File: src/rtl/updown_value_monitor.sv
// Purpose : watches an up/down counter's value; flags illegal steps, counts wraps,
//           tracks min/max and runs a high/low threshold alarm with hysteresis.
// Latency : 1 cycle, every output is registered; no backpressure (en gates sampling).
// Ports   : clock/reset (async active-low), en, value, hi_thresh, lo_thresh, clear ->
//           state, alarm, irq, step_err, wrap_count, max_value, min_value.
module updown_value_monitor #(
  parameter int WIDTH   = 32,
  parameter int HYST    = 4,
  parameter int WRAP_CW = 8
) (
  input  logic               clock,
  input  logic               reset,
  input  logic               en,
  input  logic [WIDTH-1:0]   value,
  input  logic [WIDTH-1:0]   hi_thresh,
  input  logic [WIDTH-1:0]   lo_thresh,
  input  logic               clear,
  output logic [1:0]         state,
  output logic               alarm,
  output logic               irq,
  output logic               step_err,
  output logic [WRAP_CW-1:0] wrap_count,
  output logic [WIDTH-1:0]   max_value,
  output logic [WIDTH-1:0]   min_value
);

  typedef enum logic [1:0] {
    NORMAL = 2'b00,
    HIGH   = 2'b01,
    LOW    = 2'b10
  } state_t;

  localparam logic [WIDTH-1:0]   ONES     = '1;
  localparam logic [WIDTH-1:0]   ONE      = WIDTH'(1);
  localparam logic [WIDTH-1:0]   HYST_W   = WIDTH'(HYST);
  localparam logic [WRAP_CW-1:0] WRAP_MAX = '1;

  state_t             state_q, state_d;
  logic               alarm_d, irq_d, err_d;
  logic [WRAP_CW-1:0] wrap_d;
  logic [WIDTH-1:0]   max_d, min_d, prev_q, prev_d;
  logic               primed_q, primed_d;

  // Hysteresis exit points, saturating so thresholds near the ends stay sane.
  logic [WIDTH:0]     lo_plus;
  logic [WIDTH-1:0]   lo_exit, hi_exit;

  assign lo_plus = {1'b0, lo_thresh} + {1'b0, HYST_W};
  assign lo_exit = lo_plus[WIDTH] ? ONES : lo_plus[WIDTH-1:0];
  assign hi_exit = (hi_thresh >= HYST_W) ? (hi_thresh - HYST_W) : '0;

  logic step_bad, wrap_ev, entry_ev;
  state_t fsm_next;

  // Threshold FSM next state; the below-low check outranks everything so a
  // misconfigured lo >= hi still has well-defined behaviour.
  always_comb begin
    fsm_next = state_q;
    if (value < lo_thresh) begin
      fsm_next = LOW;
    end else begin
      case (state_q)
        NORMAL:  fsm_next = (value > hi_thresh) ? HIGH : NORMAL;
        HIGH:    fsm_next = (value <= hi_exit) ? NORMAL : HIGH;
        LOW: begin
          if (value >= lo_exit)
            fsm_next = (value > hi_thresh) ? HIGH : NORMAL;
          else
            fsm_next = LOW;
        end
        default: fsm_next = NORMAL;
      endcase
    end
  end

  always_comb begin
    state_d  = state_q;
    primed_d = primed_q;
    prev_d   = prev_q;
    max_d    = max_value;
    min_d    = min_value;
    step_bad = 1'b0;
    wrap_ev  = 1'b0;
    entry_ev = 1'b0;

    // clear acts on the software-visible flags even while sampling is paused,
    // so a clear is never lost; any set event this cycle is OR-ed in after it.
    irq_d  = clear ? 1'b0 : irq;
    err_d  = clear ? 1'b0 : step_err;
    wrap_d = clear ? '0 : wrap_count;

    if (!en) begin
      // A sampling gap forces a re-prime so the jump across it is not judged.
      primed_d = 1'b0;
    end else begin
      if (value > max_value) max_d = value;
      if (value < min_value) min_d = value;

      if (primed_q) begin
        step_bad = (value != prev_q + ONE) && (value != prev_q - ONE);
        wrap_ev  = ((prev_q == ONES) && (value == '0)) ||
                   ((prev_q == '0) && (value == ONES));
      end

      state_d  = fsm_next;
      entry_ev = (fsm_next != state_q) && (fsm_next != NORMAL);
      prev_d   = value;
      primed_d = 1'b1;
    end

    if (step_bad) begin
      // err_d already reflects clear, so a clear plus a bad step counts as a rising flag.
      if (!err_d) irq_d = 1'b1;
      err_d = 1'b1;
    end
    if (wrap_ev) begin
      irq_d = 1'b1;
      if (wrap_d != WRAP_MAX) wrap_d = wrap_d + WRAP_CW'(1);
    end
    if (entry_ev) irq_d = 1'b1;

    alarm_d = (state_d != NORMAL);
  end

  always_ff @(posedge clock or negedge reset) begin
    if (!reset) begin
      state_q    <= NORMAL;
      alarm      <= 1'b0;
      irq        <= 1'b0;
      step_err   <= 1'b0;
      wrap_count <= '0;
      max_value  <= '0;
      min_value  <= ONES;
      primed_q   <= 1'b0;
      prev_q     <= '0;
    end else begin
      state_q    <= state_d;
      alarm      <= alarm_d;
      irq        <= irq_d;
      step_err   <= err_d;
      wrap_count <= wrap_d;
      max_value  <= max_d;
      min_value  <= min_d;
      primed_q   <= primed_d;
      prev_q     <= prev_d;
    end
  end

  assign state = state_q;

endmodule

File: config.mk
export PLATFORM = sky130hd
export DESIGN_NAME = updown_value_monitor
export DESIGN_NICKNAME = d
export VERILOG_FILES = /design/src/rtl/updown_value_monitor.sv
export SDC_FILE = /design/constraint.sdc
export NUM_CORES = 1
export LEC_CHECK = 0
export BUFFER_PORTS_ARGS = -buffer_cell sky130_fd_sc_hd__buf_2
export CAP_MARGIN = 20
export CORE_AREA = 2 2 181 183
export DETAILED_ROUTE_END_ITERATION = 7
export DIE_AREA = 0 0 183 185
export GPL_TIMING_DRIVEN = 0
export HOLD_SLACK_MARGIN = 0.03
export PLACE_DENSITY = 0.66
export SETUP_SLACK_MARGIN = 0.2
export SYNTH_ARGS = -nofsm -noshare
export SYNTH_HDL_FRONTEND = slang
export SYNTH_SLANG_ARGS = --single-unit
File: constraint.sdc
create_clock -name clock -period 3.1 [get_ports clock]
set_clock_uncertainty 0.1 [all_clocks]
set_input_delay 0.155 -clock clock [delete_from_list [all_inputs] [get_ports clock]]
set_output_delay 0.155 -clock clock [all_outputs]
set_load 0.01 [all_outputs]
Word-level counts from Yosys, hierarchy flattened:

Cells that the tools add are included.

* bits in registers: 110
* bits of input ports: 100
* output and inout bits: 77
* logic and storage cells: 65

* add/sub/neg operators: 5
* order comparisons: 7
* equal/unequal tests: 8
* mux-type cells: 24
* reductions and logical operators: 12

Operators by type and width (number)
* == test 32 bit (second input constant): 2
* greater-than comparator 32 bit: 2
* zero test 32 bit: 2
* less-than comparator 32 bit: 2
* 2-to-1 mux 32 bit: 2
* != test 32 bit: 2
* adder 32 x 3 -> 33 bit (second input constant): 1
* adder 32 x 1 -> 32 bit (second input constant): 1
* greater-or-equal comparator 32 x 3 -> 1 bit (second input constant): 1
* greater-or-equal comparator 32 bit: 1
* <= comparator 32 bit: 1
* subtractor 32 x 1 -> 32 bit (second input constant): 1
* subtractor 32 x 3 -> 32 bit (second input constant): 1
* 2-to-1 mux 8 bit: 3
* 2-to-1 mux 1 bit: 15
* adder 8 x 1 -> 8 bit (second input constant): 1
* != test 8 bit (second input constant): 1
* 2-to-1 mux 2 bit: 3
* case mux 2 bit (3 select lines): 1
* logical AND 1 bit: 4
* AND reduction 2 bit: 2
* nonzero test 2 bit: 2
* == test 2 x 1 -> 1 bit (second input constant): 1
* == test 2 bit (second input constant): 1
* other kinds (3): 3

Longest topological paths before layout:

* word-level depth: 10
* mapped depth: 20
* gate-level depth less buffers: 19

Worst setup path before layout:

No wires, ideal clock.

* path type: input port to flip-flop
* from: in hi_thresh[5]
* to: reg alarm
* setup time: 127 ps
* arrival time: 3828 ps
* data required time: 2873 ps
* setup slack: -955 ps
* stages on the path: 19
* path buffers: 0
* path through: or4_1 > nor4_1 > and2_1 > nand4_1 > nor3_2 > nand2_1 > nor4_1 > xnor2_1 > nand2_1 > ha_1 > a21oi_1 > o21ai_0 > a21o_1 > a211oi_1 > o22a_1 > o21ai_0 > a32oi_1 > o22ai_1 > or2_2

* word-level cells in the longest chain between the ends: 8
* elaborated cells on any way between the ends: 12
* those cells by class: add/sub: 1; order compare: 3; mux: 7; reduce/logical: 1

Ends and longest elaborated chain
* from (decl): line 15 `input logic [WIDTH-1:0] hi_thresh,`
* subtractor 32 x 3 -> 32 bit or greater-or-equal comparator 32 x 3 -> 1 bit (tied branches): line 50 `assign hi_exit = (hi_thresh >= HYST_W) ? (hi_thresh - HYST_W) : '0;`
* 2-to-1 mux 32 bit: line 50
* <= comparator 32 bit: line 64 `HIGH: fsm_next = (value <= hi_exit) ? NORMAL : HIGH;`
* 2-to-1 mux 1 bit: line 64
* case mux 2 bit (3 select lines) *: line 62 `case (state_q)`
* 2-to-1 mux 2 bit *: line 59 `if (value < lo_thresh) begin`
* 2-to-1 mux 2 bit *: line 92 `if (!en) begin`
* net state_d[0]: line 38 `state_t state_q, state_d;`
* nonzero test 2 bit *: line 122 `alarm_d = (state_d != NORMAL);`
* net alarm_d: line 39 `logic alarm_d, irq_d, err_d;`
* to (signal assigned): line 138 `alarm <= alarm_d;`
* to (decl): line 19 `output logic alarm,`

Mark *: on every way through the listed nets, which the timed path passes. The rest lies on a longest branch.
A chain may end at the register's enable or synchronous reset.

Worst setup path after layout:

* from: in hi_thresh[8]
* to: reg alarm

The elaborated chain is that of the path after synthesis.

==> results.sh <==
export IMPL_crit_path_max_incr_delay_ns=0.56
export IMPL_synth_most_common_cell="ha_1"
export IMPL_max_freq_mhz=254
export IMPL_syn_avg_cell_area_um2=8.43
export IMPL_grt_overflow=0
export IMPL_routabilityCongestion=0.969
export IMPL_path_buf_inv=1
export IMPL_violations="setup timing"
export IMPL_wirelength_um=43500
export IMPL_ant_nets=0
export IMPL_critPathMaxFanout=5
export IMPL_synthArstFlopShare_pct=100
export IMPL_worst_pin_slew_ns=0.908
export IMPL_cp_slowest_cell="or4_4"
export IMPL_dieArea_um2=33900
export IMPL_ys_seq_area_share_pct=22.2
export IMPL_finalSetupTns_ns=-20.29
export IMPL_htree_levels=3
export IMPL_synth_warning_count=0
export IMPL_rsz0062_at_grt="true"
export IMPL_vias=12600
export IMPL_synth_top_area_share_pct=19.6
export IMPL_ys_ff_latch=110
export IMPL_crit_family="simple AND/OR/NAND/NOR gates"
export IMPL_area_delta_synth_final_pct=26.4
export IMPL_ys_flop_type="dfrtp_1"
export IMPL_grt_usage_pct=25.5
export IMPL_drive_gt1_share_pct=30.0
export IMPL_synth_edf_count=0
export IMPL_ys_types=77
export IMPL_initial_utilization_pct=39.2
export IMPL_cts_buffers=9
export IMPL_clockBufferDepth=2
export IMPL_fin_ws_ns=-0.832
export IMPL_portBuffers=175
export IMPL_powerDensity_nw_per_um2=523
export IMPL_critPathCaptureType="register"
export IMPL_die_y_um=185
export IMPL_worstSkewPairLatency_ns=0.37
export IMPL_antenna_found_initial=0
export IMPL_synthCells=1491
export IMPL_cts_tree="yes"
export IMPL_maxCapViolations=0
export IMPL_hold_violations=0
export IMPL_pin_count=177
export IMPL_met2_usage_pct=41.4
export IMPL_dpl_hpwl_um=33300
export IMPL_relSlewSlack_pct=38.9
export IMPL_netlist_area_um2=12600
export IMPL_cts_sinks=110
export IMPL_die_w_um=183
export IMPL_fin_nets=2031
export IMPL_drc=0
export IMPL_grt_use_met1_pct=35.4
export IMPL_synth_common_cells="197 x ha_1, 142 x inv_1, 106 x nand2_1, 99 x nor2_1, 89 x mux2_2"
export IMPL_use_met3_pct=3.74
export IMPL_synth_area_leader_cell="ha_1"
export IMPL_min_path_type="primary input to register"
export IMPL_slew_violations=0
export IMPL_drt_iter0_drc=1035
export IMPL_status="complete, but fails checks"
export IMPL_fin_crit_sh_pct=127
export IMPL_diodes=0
export IMPL_cp_cell_sequence="buf_6 > or4_4 > nor4_4 > and2_4 > nand4_1 > nor3_4 > nand2_4 > nor3_4 > xnor2_1 > nand2_1 > ha_4 > nand4_1 > nor2_2 > nor4b_4 > nand4_1 > a32oi_1 > o22ai_2 > or2_4"
export IMPL_path_common_cell="nand4_1"
export IMPL_synth_fp_nets=1788
export IMPL_worstSetupPathType="primary input to register"
export IMPL_finalPower_mw=8.31
export IMPL_cp_data_required_time_ns=3.26
export IMPL_holdWs_ns=0.102
export IMPL_worstPathArrival_ns=4.10
export IMPL_ir_drop_uv=493
export IMPL_grt_first_pass_wirelength_um=67600
export IMPL_pre_cts_ws_ns=-2.12
export IMPL_row_count=66
export IMPL_p_leak_nw=7.31
export IMPL_post_drt_wl_per_cell_um=20.3
export IMPL_synth_area_leaders="ha_1 20%, dfrtp_1 16%, mux2_2 8.0%, dfstp_2 6.7%, xnor2_1 5.7%"
export IMPL_first_global_vias=12000
export IMPL_grt_max_degree=62
export IMPL_root_buffer="clkbuf_16"
export IMPL_min_period_ns=3.93
export IMPL_coreArea_um2=32000
export IMPL_routed_via_density=5.85
export IMPL_startpoint_type="primary input"
export IMPL_path_clk_slew_ns=0.08
export IMPL_top_usage_layer="met2"
export IMPL_setup_viol=37
export IMPL_firstDrtPassIters=5
-- logic make-up (layout without fill, tap and decap cells) --
kind of cell | after synthesis | in the layout | share of synthesized area, %
buf+inv | 202 | 450 | 6.18
fa+ha+maj | 197 | 197 | 19.6
compound gates | 258 | 258 | 13.5
flops | 110 | 110 | 22.2
xor+xnor | 106 | 106 | 7.39
mux | 96 | 96 | 8.54
simple gates | 522 | 522 | 22.5
-- worst reg2reg max path: cells and delay by family, from the launching register on --
family,cells,cell delay (ns)
AO/OA/AOI/OAI,6,1.72
buffers and inverters,2,0.55
multiplexers,1,0.40
flip-flops,1,0.39
adder cells (fa/ha/maj),1,0.28
AND/OR/NAND/NOR,2,0.22
-- path summary, 6_finish.rpt --
| check | endpoint | from | cells past startpoint | slack [ns] |
|---|---|---|---|---|
| worst min register to register | min_value[21] | min_value[21] | 2 | 0.41 |
| worst max register to register | max_value[9] | max_value[7] | 12 | -0.67 |
| min in group asynchronous | wrap_count[2] | reset | 2 | 0.21 |
| worst min-delay path | prev_q[0] | value[0] | 3 | 0.10 |
| max in group asynchronous | min_value[15] | reset | 3 | 1.95 |
| worst max-delay path | alarm | hi_thresh[8] | 18 | -0.83 |
-- through the flow --
stage | cells | cell area (um^2) | util, %
2_1_floorplan | 1491 | 12700 | -
3_3_place_gp | 2074 | 14100 | 44.0
3_5_place_dp | 2075 | 14100 | 44.1
4_1_cts | 2137 | 15500 | 48.4
5_1_grt | 2147 | 15900 | 49.5
6_report | 2147 | 15900 | 49.5
-- report_power, final --
group	internal, mW	switching [mW]	leakage, nW
sequential	2.08	0.417	1.27
combinational	2.13	2.44	5.90
clock	0.638	0.602	0.144
-- sequential cells by signal, indices dropped and copies added (netlist names) --
register,cells
max_value,32
min_value,32
prev_q,32
wrap_count,8
state,2
alarm,1
irq,1
primed_q,1
step_err,1
-- cell usage in the layout, fill, tap and decap left out, drive strengths merged, types with 16 or more instances in the layout --
master / n
mux2: 89
nand3: 44
o21ai: 58
xnor2: 82
buf: 242
dfstp: 32
ha: 197
nor2b: 18
nor4: 41
clkbuf: 55
xor2: 24
inv: 145
and4: 16
nor2: 99
nor3: 40
a21oi: 68
a21o: 27
dfrtp: 78
nand4: 72
nand2: 106
-- area by class of cell --
class,instances,area (um^2)
clock inverters,7,78.8
fillers,3045,16200
flip-flops and latches,110,2800
repair buffers,232,1460
multi-input cells,1179,9890
well taps,408,510
inverters,143,537
plain buffers,59,374
clock buffers,9,225
-- per-layer routing --
layer / share of wire (%) / wire (um)
met4: 2.5 / 1100
met2: 45 / 19600
met1: 45 / 19800
met5: 0 / 0
met3: 7.0 / 3050
-- timing repair --
action	CTS	global route
pin swaps	58	33
hold endpoints to repair	51	0
setup buffers	42	10
hold buffers	3	0
setup endpoints to repair	76	71
gates resized for setup	149	75
cloned	1	0
Note: power is estimated with default switching activity, not from simulation.
